## config.mk

```make
export PLATFORM = sky130hd
export DESIGN_NAME = llvga_rx
export DESIGN_NICKNAME = d
export VERILOG_FILES = /design/src/rtl/llvga_rx_pkg.sv /design/src/rtl/llvga_rx_axis.sv /design/src/rtl/llvga_rx.sv
export SDC_FILE = /design/constraint.sdc
export NUM_CORES = 1
export LEC_CHECK = 0
export CELL_PAD_IN_SITES_DETAIL_PLACEMENT = 0
export CELL_PAD_IN_SITES_GLOBAL_PLACEMENT = 1
export CORE_ASPECT_RATIO = 1.5
export CORE_MARGIN = 2
export CORE_UTILIZATION = 46
export CTS_CLUSTER_DIAMETER = 200
export DETAILED_ROUTE_END_ITERATION = 8
export GPL_TIMING_DRIVEN = 0
export HOLD_SLACK_MARGIN = 0.05
export PLACE_DENSITY = 0.91
export SLEW_MARGIN = 20
export SYNTH_ARGS = -nofsm -noshare
export SYNTH_HDL_FRONTEND = slang
export SYNTH_SLANG_ARGS = --single-unit
```

## constraint.sdc

```tcl
create_clock -name i_pixclk -period 7.5 [get_ports i_pixclk]
set_clock_uncertainty 0.2 [all_clocks]
set_input_delay 1.5 -clock i_pixclk [delete_from_list [all_inputs] [get_ports i_pixclk]]
set_output_delay 1.5 -clock i_pixclk [all_outputs]
set_load 0.03 [all_outputs]
```

## src/rtl/llvga_rx_pkg.sv

```systemverilog
// llvga_rx_pkg: shared VGA link types (mode record, receiver states).
// Used by the low-level VGA transmitter and llvga_rx.
package llvga_rx_pkg;

  localparam int MW = 12;

  typedef logic [MW-1:0] mword_t;

  typedef enum logic [1:0] {
    SEARCH     = 2'b00,
    HSYNC_WAIT = 2'b01,
    HLOCK      = 2'b10,
    LOCKED     = 2'b11
  } rx_state_t;

  typedef struct packed {
    mword_t width;
    mword_t porch;
    mword_t synch;
    mword_t raw;
  } mode_t;

  function automatic mword_t wrap_inc(mword_t p, mword_t raw);
    return (p == raw - 1'b1) ? '0 : p + 1'b1;
  endfunction

  function automatic mword_t sat_inc(mword_t v);
    return (v == '1) ? v : v + 1'b1;
  endfunction

endpackage

```

## src/rtl/llvga_rx_axis.sv

```systemverilog
// llvga_rx_axis: one timing axis (position, sync edges, pulse/period check).
// LLVGA_RX_MEASURE_EN adds measured period/pulse outputs.
module llvga_rx_axis
  import llvga_rx_pkg::*;
(
  input  logic          i_pixclk,
  input  logic          i_reset_n,
  input  logic [MW-1:0] i_porch,
  input  logic [MW-1:0] i_synch,
  input  logic [MW-1:0] i_raw,
  input  logic          i_adv,
  input  logic          i_smp,
  input  logic          i_sync,
  output logic [MW-1:0] o_pos,
  output logic          o_rise,
  output logic          o_wrap,
  output logic          o_viol
`ifdef LLVGA_RX_MEASURE_EN
  ,
  output logic [MW-1:0] o_meas_raw,
  output logic [MW-1:0] o_meas_pulse
`endif
);

  logic   sync_d;
  logic   seen;
  logic   rise;
  logic   fall;
  logic   wrap;
  mword_t pos;
  mword_t cur;
  mword_t per;
  mword_t len;

  assign rise = i_smp & i_sync & ~sync_d;
  assign fall = i_smp & ~i_sync & sync_d;
  assign wrap = i_adv & ~rise & (pos == i_raw - 1'b1);

  always_comb begin
    cur = pos;
    if (rise)
      cur = i_porch;
    else if (i_adv)
      cur = wrap_inc(pos, i_raw);
  end

  // a wrap with no rising edge since the last wrap is a lost sync
  assign o_viol = (rise & (per != i_raw))
                | (fall & (len != i_synch - i_porch))
                | (wrap & ~seen);
  assign o_pos  = cur;
  assign o_rise = rise;
  assign o_wrap = wrap;

  always_ff @(posedge i_pixclk) begin
    if (!i_reset_n) begin
      sync_d <= 1'b0;
      seen   <= 1'b0;
      pos    <= '0;
      per    <= '0;
      len    <= '0;
    end else begin
      pos <= cur;
      if (i_smp) begin
        sync_d <= i_sync;
        per    <= rise ? mword_t'(1) : sat_inc(per);
        if (rise)
          len <= mword_t'(1);
        else if (i_sync)
          len <= sat_inc(len);
      end
      if (rise)
        seen <= 1'b1;
      else if (wrap)
        seen <= 1'b0;
    end
  end

`ifdef LLVGA_RX_MEASURE_EN
  always_ff @(posedge i_pixclk) begin
    if (!i_reset_n) begin
      o_meas_raw   <= '0;
      o_meas_pulse <= '0;
    end else if (rise) begin
      o_meas_raw   <= per;
      o_meas_pulse <= len;
    end
  end
`endif

endmodule

```

## src/rtl/llvga_rx.sv

```systemverilog
// llvga_rx: VGA link receiver, sync-locked framed pixel stream.
// LLVGA_RX_MEASURE_EN adds o_meas_* timing measurement outputs.
module llvga_rx
  import llvga_rx_pkg::*;
#(
  parameter int BITS_PER_COLOR = 4,
  parameter int LOCK_FRAMES    = 2
) (
  input  logic                        i_pixclk,
  input  logic                        i_reset_n,
  input  logic [11:0]                 i_hm_width,
  input  logic [11:0]                 i_hm_porch,
  input  logic [11:0]                 i_hm_synch,
  input  logic [11:0]                 i_hm_raw,
  input  logic [11:0]                 i_vm_height,
  input  logic [11:0]                 i_vm_porch,
  input  logic [11:0]                 i_vm_synch,
  input  logic [11:0]                 i_vm_raw,
  input  logic                        i_hsync,
  input  logic                        i_vsync,
  input  logic [BITS_PER_COLOR-1:0]   i_red,
  input  logic [BITS_PER_COLOR-1:0]   i_grn,
  input  logic [BITS_PER_COLOR-1:0]   i_blu,
  output logic                        o_valid,
  output logic [3*BITS_PER_COLOR-1:0] o_pixel,
  output logic                        o_hlast,
  output logic                        o_vlast,
  output logic                        o_locked,
  output logic                        o_err
`ifdef LLVGA_RX_MEASURE_EN
  ,
  output logic [11:0]                 o_meas_hraw,
  output logic [11:0]                 o_meas_hsync,
  output logic [11:0]                 o_meas_vraw,
  output logic [11:0]                 o_meas_vsync
`endif
);

  localparam int PW = 3 * BITS_PER_COLOR;
  localparam logic [3:0] LF = 4'(LOCK_FRAMES);

  mode_t         hm;
  mode_t         vm;
  logic          r_hs;
  logic          r_vs;
  logic [PW-1:0] r_rgb;
  rx_state_t     state;
  logic [3:0]    cnt;

  always_ff @(posedge i_pixclk) begin
    hm <= {i_hm_width, i_hm_porch, i_hm_synch, i_hm_raw};
    vm <= {i_vm_height, i_vm_porch, i_vm_synch, i_vm_raw};
  end

  always_ff @(posedge i_pixclk) begin
    if (!i_reset_n) begin
      r_hs  <= 1'b0;
      r_vs  <= 1'b0;
      r_rgb <= '0;
    end else begin
      r_hs  <= i_hsync;
      r_vs  <= i_vsync;
      r_rgb <= {i_red, i_grn, i_blu};
    end
  end

  mword_t hcur;
  mword_t vcur;
  logic   h_rise;
  logic   h_wrap;
  logic   h_viol;
  logic   v_rise;
  logic   v_wrap;
  logic   v_viol;

  llvga_rx_axis u_h (
    .i_pixclk     (i_pixclk),
    .i_reset_n    (i_reset_n),
    .i_porch      (hm.porch),
    .i_synch      (hm.synch),
    .i_raw        (hm.raw),
    .i_adv        (1'b1),
    .i_smp        (1'b1),
    .i_sync       (r_hs),
    .o_pos        (hcur),
    .o_rise       (h_rise),
    .o_wrap       (h_wrap),
    .o_viol       (h_viol)
`ifdef LLVGA_RX_MEASURE_EN
    ,
    .o_meas_raw   (o_meas_hraw),
    .o_meas_pulse (o_meas_hsync)
`endif
  );

  // vertical axis: counts at line wraps, samples vsync at hsync rises
  llvga_rx_axis u_v (
    .i_pixclk     (i_pixclk),
    .i_reset_n    (i_reset_n),
    .i_porch      (vm.porch),
    .i_synch      (vm.synch),
    .i_raw        (vm.raw),
    .i_adv        (h_wrap),
    .i_smp        (h_rise),
    .i_sync       (r_vs),
    .o_pos        (vcur),
    .o_rise       (v_rise),
    .o_wrap       (v_wrap),
    .o_viol       (v_viol)
`ifdef LLVGA_RX_MEASURE_EN
    ,
    .o_meas_raw   (o_meas_vraw),
    .o_meas_pulse (o_meas_vsync)
`endif
  );

  logic viol;
  logic lock_go;
  logic pix_ok;
  logic act;

  assign viol = (h_viol && state != SEARCH)
              || (v_viol && (state == HLOCK || state == LOCKED));
  assign lock_go = (state == HLOCK) && !viol && v_wrap
                && (cnt + 4'd1 == LF);
  // next state is LOCKED: lets the first pixel of the frame through
  assign pix_ok = lock_go || (state == LOCKED && !viol);
  assign act = pix_ok && (hcur < hm.width) && (vcur < vm.width);

  always_ff @(posedge i_pixclk) begin
    if (!i_reset_n) begin
      state    <= SEARCH;
      cnt      <= '0;
      o_valid  <= 1'b0;
      o_pixel  <= '0;
      o_hlast  <= 1'b0;
      o_vlast  <= 1'b0;
      o_locked <= 1'b0;
      o_err    <= 1'b0;
    end else begin
      o_err    <= viol;
      o_locked <= pix_ok;
      o_valid  <= act;
      o_pixel  <= act ? r_rgb : '0;
      o_hlast  <= act && (hcur == hm.width - 1'b1);
      o_vlast  <= act && (vcur == vm.width - 1'b1);
      unique case (state)
        SEARCH: begin
          if (h_rise)
            state <= HSYNC_WAIT;
        end
        HSYNC_WAIT: begin
          if (viol) begin
            state <= SEARCH;
          end else if (v_rise) begin
            state <= HLOCK;
            cnt   <= '0;
          end
        end
        HLOCK: begin
          if (viol) begin
            state <= SEARCH;
            cnt   <= '0;
          end else if (v_wrap) begin
            cnt <= cnt + 4'd1;
            if (lock_go)
              state <= LOCKED;
          end
        end
        LOCKED: begin
          if (viol) begin
            state <= SEARCH;
            cnt   <= '0;
          end
        end
        default: state <= SEARCH;
      endcase
    end
  end

endmodule

```

==> results of run 1 <==
[registers in the layout, summed over array words and instances (netlist names), 12 cells and up]
| signal | flops |
|---|---|
| vm | 48 |
| u_v.pos | 12 |
| u_v.per | 12 |
| hm | 48 |
| r_rgb | 12 |
| u_h.per | 12 |
| o_pixel | 12 |
| u_v.len | 12 |
| u_h.pos | 12 |
| u_h.len | 12 |
[critical path, cell delays in order (launching register included)]
cell and delay [ps]:
dfxtp_1 380, inv_1 90, ha_1 250, nor3b_1 490
nand4b_1 190, xnor2_1 280, o2111ai_1 430, nor3_4 450
clkbuf_1 540, nor3_1 110, a21oi_1 320, inv_1 80
ha_1 210, nor3_1 230, o21bai_1 100, a211oi_1 230
o21ai_0 160, nand4_1 140, nand4_1 80, or3_1 400
nor4_1 310, nor4b_2 240
[cells in the mapped netlist (5+ instances only)]
cell type / instances / area share (%)
dfxtp_1: 209 / 40
o21ai_0: 33 / 1.6
nand2b_1: 11 / 0.65
mux2i_1: 7 / 0.66
nand2_1: 64 / 2.3
o2111ai_1: 9 / 0.75
o21a_1: 7 / 0.50
nor4_1: 22 / 1.3
a211oi_1: 9 / 0.64
ha_1: 58 / 6.9
and2_1: 35 / 2.1
a21oi_1: 47 / 2.2
nor3_1: 45 / 2.1
a21o_1: 8 / 0.57
xor2_1: 67 / 5.5
a31oi_1: 12 / 0.71
clkbuf_1: 34 / 1.2
xnor2_1: 105 / 8.7
nor2b_1: 12 / 0.71
nor4b_1: 5 / 0.41
nor2_1: 109 / 3.9
or3_1: 10 / 0.59
inv_1: 77 / 2.7
nand3_1: 44 / 2.1
nand4_1: 34 / 2.0
and3_1: 17 / 1.0
[through the flow]
step | power (W) | util [%] | instances
finish | 0.00278 | 57.2 | 1640
global route | 0.00290 | 57.2 | 1640
CTS | 0.00281 | 57.2 | 1639
detailed placement | 0.00157 | 53.5 | 1599
global placement | 0.00156 | 53.5 | 1599
floorplan | 0.00144 | - | 1191
[path summary, 6_finish.rpt]
path	start	end
worst max-delay path	hm[0]	o_vlast
worst max register to register	hm[0]	o_vlast
worst min-delay path	r_rgb[9]	o_pixel[9]
worst min register to register	r_rgb[9]	o_pixel[9]
[cell usage in the layout (no fill, tap or decap), drive strengths merged, types with 4 or more instances in the layout]
cell type,n
xnor2,105
nand2,64
a21oi,47
and3,17
o211ai,4
nand3,44
nand3b,4
a211oi,12
xor2,67
or2,5
nor3,47
a21o,8
nor4b,6
nor2,110
inv,77
o21a,7
o2111ai,9
mux2i,7
o22ai,4
nand4,34
bufinv,5
o31a,4
dfxtp,209
buf,6
nor4,23
a311oi,4
ha,58
or4,6
nor2b,12
and2,36
o41ai,4
clkdlybuf4s50,128
clkinv,4
clkbuf,66
nand2b,11
o21ai,33
or3,11
a31oi,13
[routing by layer]
layer  routed length (µm)  up-vias  global-route usage, %
li1                     -     4454                      -
met1                10300     4131                   23.2
met2                14200      226                   41.2
met3                 1090       81                   2.98
met4                 1460        0                   11.7
met5                    0        -                      0
[kinds of logic after synthesis]
family          after synthesis  synth area share (%)
simple gates                440                  21.9
flops                       209                  39.6
compound gates              182                  11.8
xor+xnor                    172                  14.2
buf+inv                     118                  4.31
fa+ha+maj                    60                  7.24
mux                          10                  1.02
[cell type report]
class	instances	share of cell area [%]
Antenna cell	1	0.0192
Buffer	41	1.28
Clock buffer	31	5.03
Clock inverter	9	1.36
Inverter	77	2.22
Multi-Input combinational cell	864	45.5
Sequential cell	209	32.1
Tap cell	280	2.69
Timing Repair Buffer	128	9.82
[report_power, final]
part | total [W] | switching (W) | internal, W
clock | 0.00124 | 0.000456 | 0.000783
combinational | 0.000352 | 0.000174 | 0.000178
sequential | 0.00119 | 0.0000409 | 0.00115
==> flow_summary.json, run 1 <==
{
  "seqCellArea_um2": 4180,
  "async_reset_ff_share_pct": 0,
  "maxCapViolCount": 0,
  "drtPass1Iterations": 5,
  "multi_input_area_um2": 5940,
  "ioPinCount": 129,
  "hold_path.class": "reg2reg",
  "grt_first_pass_wirelength_um": 42700,
  "crit_path_end_kind": "flop",
  "vias": 8892,
  "wl_per_cell_um": 16.5,
  "design_area_um2": 13000,
  "die_width_um": 128,
  "ctsHoldBuffers": 0,
  "cts.path.max_buffers": 3,
  "syn_nets": 1363,
  "synth_seq_area_share_pct": 39.6,
  "cts_tree": "done",
  "worstSetupPathType": "reg2reg",
  "drc": 0,
  "nFillCells": 2064,
  "clk_root_buffer_cell": "clkbuf_16",
  "routed_wl_um": 27000,
  "p_leak_nw": 5.24,
  "tightest_slew_ps": 896,
  "synthesis.area_um2": 10600,
  "fmax_mhz": 167,
  "fin_hold_ws_ps": 225,
  "rr_worst_depth": 21,
  "status": "finished, final reports clean",
  "grt-ovfl-total": 0,
  "startpoint_type": "flop",
  "finalHoldViolCount": 0,
  "fin_nets": 1516,
  "row_count": 68,
  "post-route-min-period_ps": 6000,
  "regToRegSetupSlack_ps": 1500,
  "drv_slew": 0,
  "min_path_cells": 1,
  "dp_hpwl_um": 20900,
  "peakVddDrop_v": 0.000206,
  "relSlewSlack_pct": 39.8,
  "ant_nets": 0,
  "place_ws_ps": 1540,
  "io_buffers": 128,
  "drive_gt1_share_pct": 4.78,
  "post-cts-setup-buffer-count": 0,
  "start_util_pct": 46.4,
  "die_y_um": 190,
  "cp.arrival_ps": 6210,
  "ys_warn_count": 0,
  "rsz0062_at_grt": "false",
  "drtIter0Drc": 431,
  "setup_viol": 0,
  "grt_max_degree": 15,
  "required_ps": 7710,
  "synth_ff_type": "dfxtp_1",
  "syn_avg_cell_area_um2": 8.88,
  "cts_sinks": 209,
  "grtUsageTotal_pct": 21.9,
  "htreeDepth": 1,
  "fin_setup_tns_ps": 0,
  "clk_latency_ps": 510,
  "die-area_um2": 24200,
  "synth-edff-count": 0,
  "first_global_vias": 8769,
  "pwr_density_cell_nw_per_um2": 213,
  "numCtsBuffers": 23,
  "synth_cell_types": 78,
  "gp_congestion": 0.923,
  "synth_seq_cells": 209,
  "cts-resized-gates": 0,
  "syn_inst": 1191,
  "clk_pin_slew_worst_paths_ps": 60,
  "antenna_found_initial": 1,
  "worstPathMaxFanout": 10,
  "layout_setup_ws_ps": 1500,
  "coreArea_um2": 22800,
  "via_per_inst": 5.42,
  "dpl-instance-area_um2": 12200,
  "period_share_pct": 80.0,
  "syn_to_final_growth_pct": 23.3
}
(Power assumes the default switching activity.)
==> run 2: changes to the inputs <==
--- a/config.mk
+++ b/config.mk
@@ -9,12 +9,12 @@
 export CELL_PAD_IN_SITES_GLOBAL_PLACEMENT = 1
 export CORE_ASPECT_RATIO = 1.5
 export CORE_MARGIN = 2
-export CORE_UTILIZATION = 46
+export CORE_UTILIZATION = 43
 export CTS_CLUSTER_DIAMETER = 200
 export DETAILED_ROUTE_END_ITERATION = 8
 export GPL_TIMING_DRIVEN = 0
 export HOLD_SLACK_MARGIN = 0.05
-export PLACE_DENSITY = 0.91
+export PLACE_DENSITY = 0.86
 export SLEW_MARGIN = 20
 export SYNTH_ARGS = -nofsm -noshare
 export SYNTH_HDL_FRONTEND = slang
==> constraint.sdc (replaced) <==
create_clock -name i_pixclk -period 5.7 [get_ports i_pixclk]
set_clock_uncertainty 0.2 [all_clocks]
set_input_delay 1.14 -clock i_pixclk [delete_from_list [all_inputs] [get_ports i_pixclk]]
set_output_delay 1.14 -clock i_pixclk [all_outputs]
set_load 0.03 [all_outputs]
==> flow_summary.json, run 2 (synthesized netlist as in run 1, its figures left out) <==
{
  "status": "finished, final reports clean",
  "startpoint_type": "flop",
  "fin_nets": 1520,
  "clk_latency_ps": 520,
  "grt_max_degree": 16,
  "via_per_inst": 5.26,
  "htreeDepth": 1,
  "period_share_pct": 94.9,
  "antenna_found_initial": 0,
  "maxCapViolCount": 0,
  "grt_first_pass_wirelength_um": 43800,
  "fin_hold_ws_ps": 223,
  "finalHoldViolCount": 0,
  "mostFrequentLayoutCell": "dfxtp_1",
  "die_y_um": 196,
  "multi_input_area_um2": 5970,
  "drtPass1Iterations": 5,
  "rr_endpoint": "o_vlast",
  "final_cell_mix": "dfxtp_1, clkdlybuf4s50_1, nor2_1",
  "p_leak_nw": 5.23,
  "clk_pin_slew_worst_paths_ps": 70,
  "hold_path.class": "reg2reg",
  "cp.arrival_ps": 5620,
  "die_width_um": 132,
  "rsz0062_at_grt": "false",
  "cts.path.max_buffers": 3,
  "routed_wl_um": 27200,
  "drc": 0,
  "design_area_um2": 13100,
  "dpl-instance-area_um2": 12300,
  "peakVddDrop_v": 0.000218,
  "rr_worst_depth": 21,
  "seqCellArea_um2": 4180,
  "vias": 8872,
  "total_power_w": 0.00358,
  "drive_gt1_share_pct": 5.87,
  "numCtsBuffers": 22,
  "regToRegSetupSlack_ps": 290,
  "dp_hpwl_um": 21300,
  "grt-ovfl-total": 0,
  "ant_nets": 0,
  "coreArea_um2": 24300,
  "cts_sinks": 209,
  "cts_tree": "done",
  "clk_root_buffer_cell": "clkbuf_16",
  "antennaDiodeCount": 0,
  "worstPathMaxFanout": 6,
  "row_count": 70,
  "wl_per_cell_um": 16.1,
  "start_util_pct": 43.6,
  "setup_viol": 0,
  "nFillCells": 2261,
  "io_buffers": 128,
  "gp_congestion": 0.908,
  "drv_slew": 0,
  "endpoint": "o_vlast",
  "crit_start": "hm[0]",
  "pwr_density_cell_nw_per_um2": 273,
  "relSlewSlack_pct": 41.3,
  "crit_path_end_kind": "flop",
  "ioPinCount": 129,
  "first_global_vias": 8832,
  "syn_to_final_growth_pct": 24.1,
  "min_from": "r_rgb[2]",
  "tightest_slew_ps": 873,
  "ctsHoldBuffers": 0,
  "worstSetupPathType": "reg2reg",
  "drtIter0Drc": 412,
  "fmax_mhz": 185,
  "grtUsageTotal_pct": 20.9,
  "post-route-min-period_ps": 5410,
  "top_regs": "hm x48, vm x48",
  "required_ps": 5910,
  "r2r_start": "hm[0]",
  "die-area_um2": 25900
}
==> run 2: layout make-up <==
class                      instances  share of cell area (%)
clock buffer                      24                    4.49
buffer                            41                    1.28
multi-input combinational        864                    45.5
clock inverter                    16                    1.49
timing repair buffer             133                    10.0
sequential                       209                    31.9
tap                              324                    3.09
inverter                          77                    2.20
==> run 2: worst min path at each step <==
stage,end,depth (start not counted)
6_report,o_pixel[2],1
2_1_floorplan,o_pixel[0],1
3_3_place_gp,o_pixel[3],1
5_1_grt,o_pixel[2],1
4_1_cts,o_pixel[3],1
3_5_place_dp,o_pixel[3],1
==> run 2: report_power, final <==
| part | switching, W | internal [W] |
|---|---|---|
| logic | 0.000233 | 0.000235 |
| registers | 0.0000534 | 0.00152 |
| clock network | 0.000607 | 0.000931 |
==> run 2: worst max-delay path, cell delays in order (launching register included) <==
cell and delay, ps:
dfxtp_1 490, inv_1 80, ha_2 330, xor2_1 130, nand2_1 70, a311oi_1 350
o2111ai_1 470, or3_4 530, and3_1 230, a21oi_4 170, inv_1 80, ha_1 260
nor2b_1 120, nor3_1 160, o21bai_1 110, a211oi_1 220, o21ai_0 160, nand4_1 140
nand4_1 100, or3_4 370, nor4_1 270, nor4b_2 250
==> run 2: per-layer routing <==
layer	up-vias	part of all wire [%]	routed length, µm	track usage, %
li1	4455	-	-	-
met1	4137	39	10500	22.1
met2	205	52	14300	39.8
met3	75	3.5	964	2.53
met4	0	5.5	1480	11.8
met5	-	0	0	0
==> run 2: timing repair <==
item,CTS,global route
resized for setup,3,6
pin swaps,0,2
buffers inserted,0,5
endpoints found under the setup margin,12,15
==> run 2: through the flow <==
stage | instances | util [%] | TNS (ps) | setup slack (ps)
floorplan | 1191 | - | 0 | 988
global placement | 1643 | 50.6 | -651 | -173
detailed placement | 1643 | 50.6 | -1010 | -199
CTS | 1683 | 53.8 | 0 | 29.8
global route | 1688 | 54.1 | 0 | 7.33
finish | 1688 | 54.1 | 0 | 292
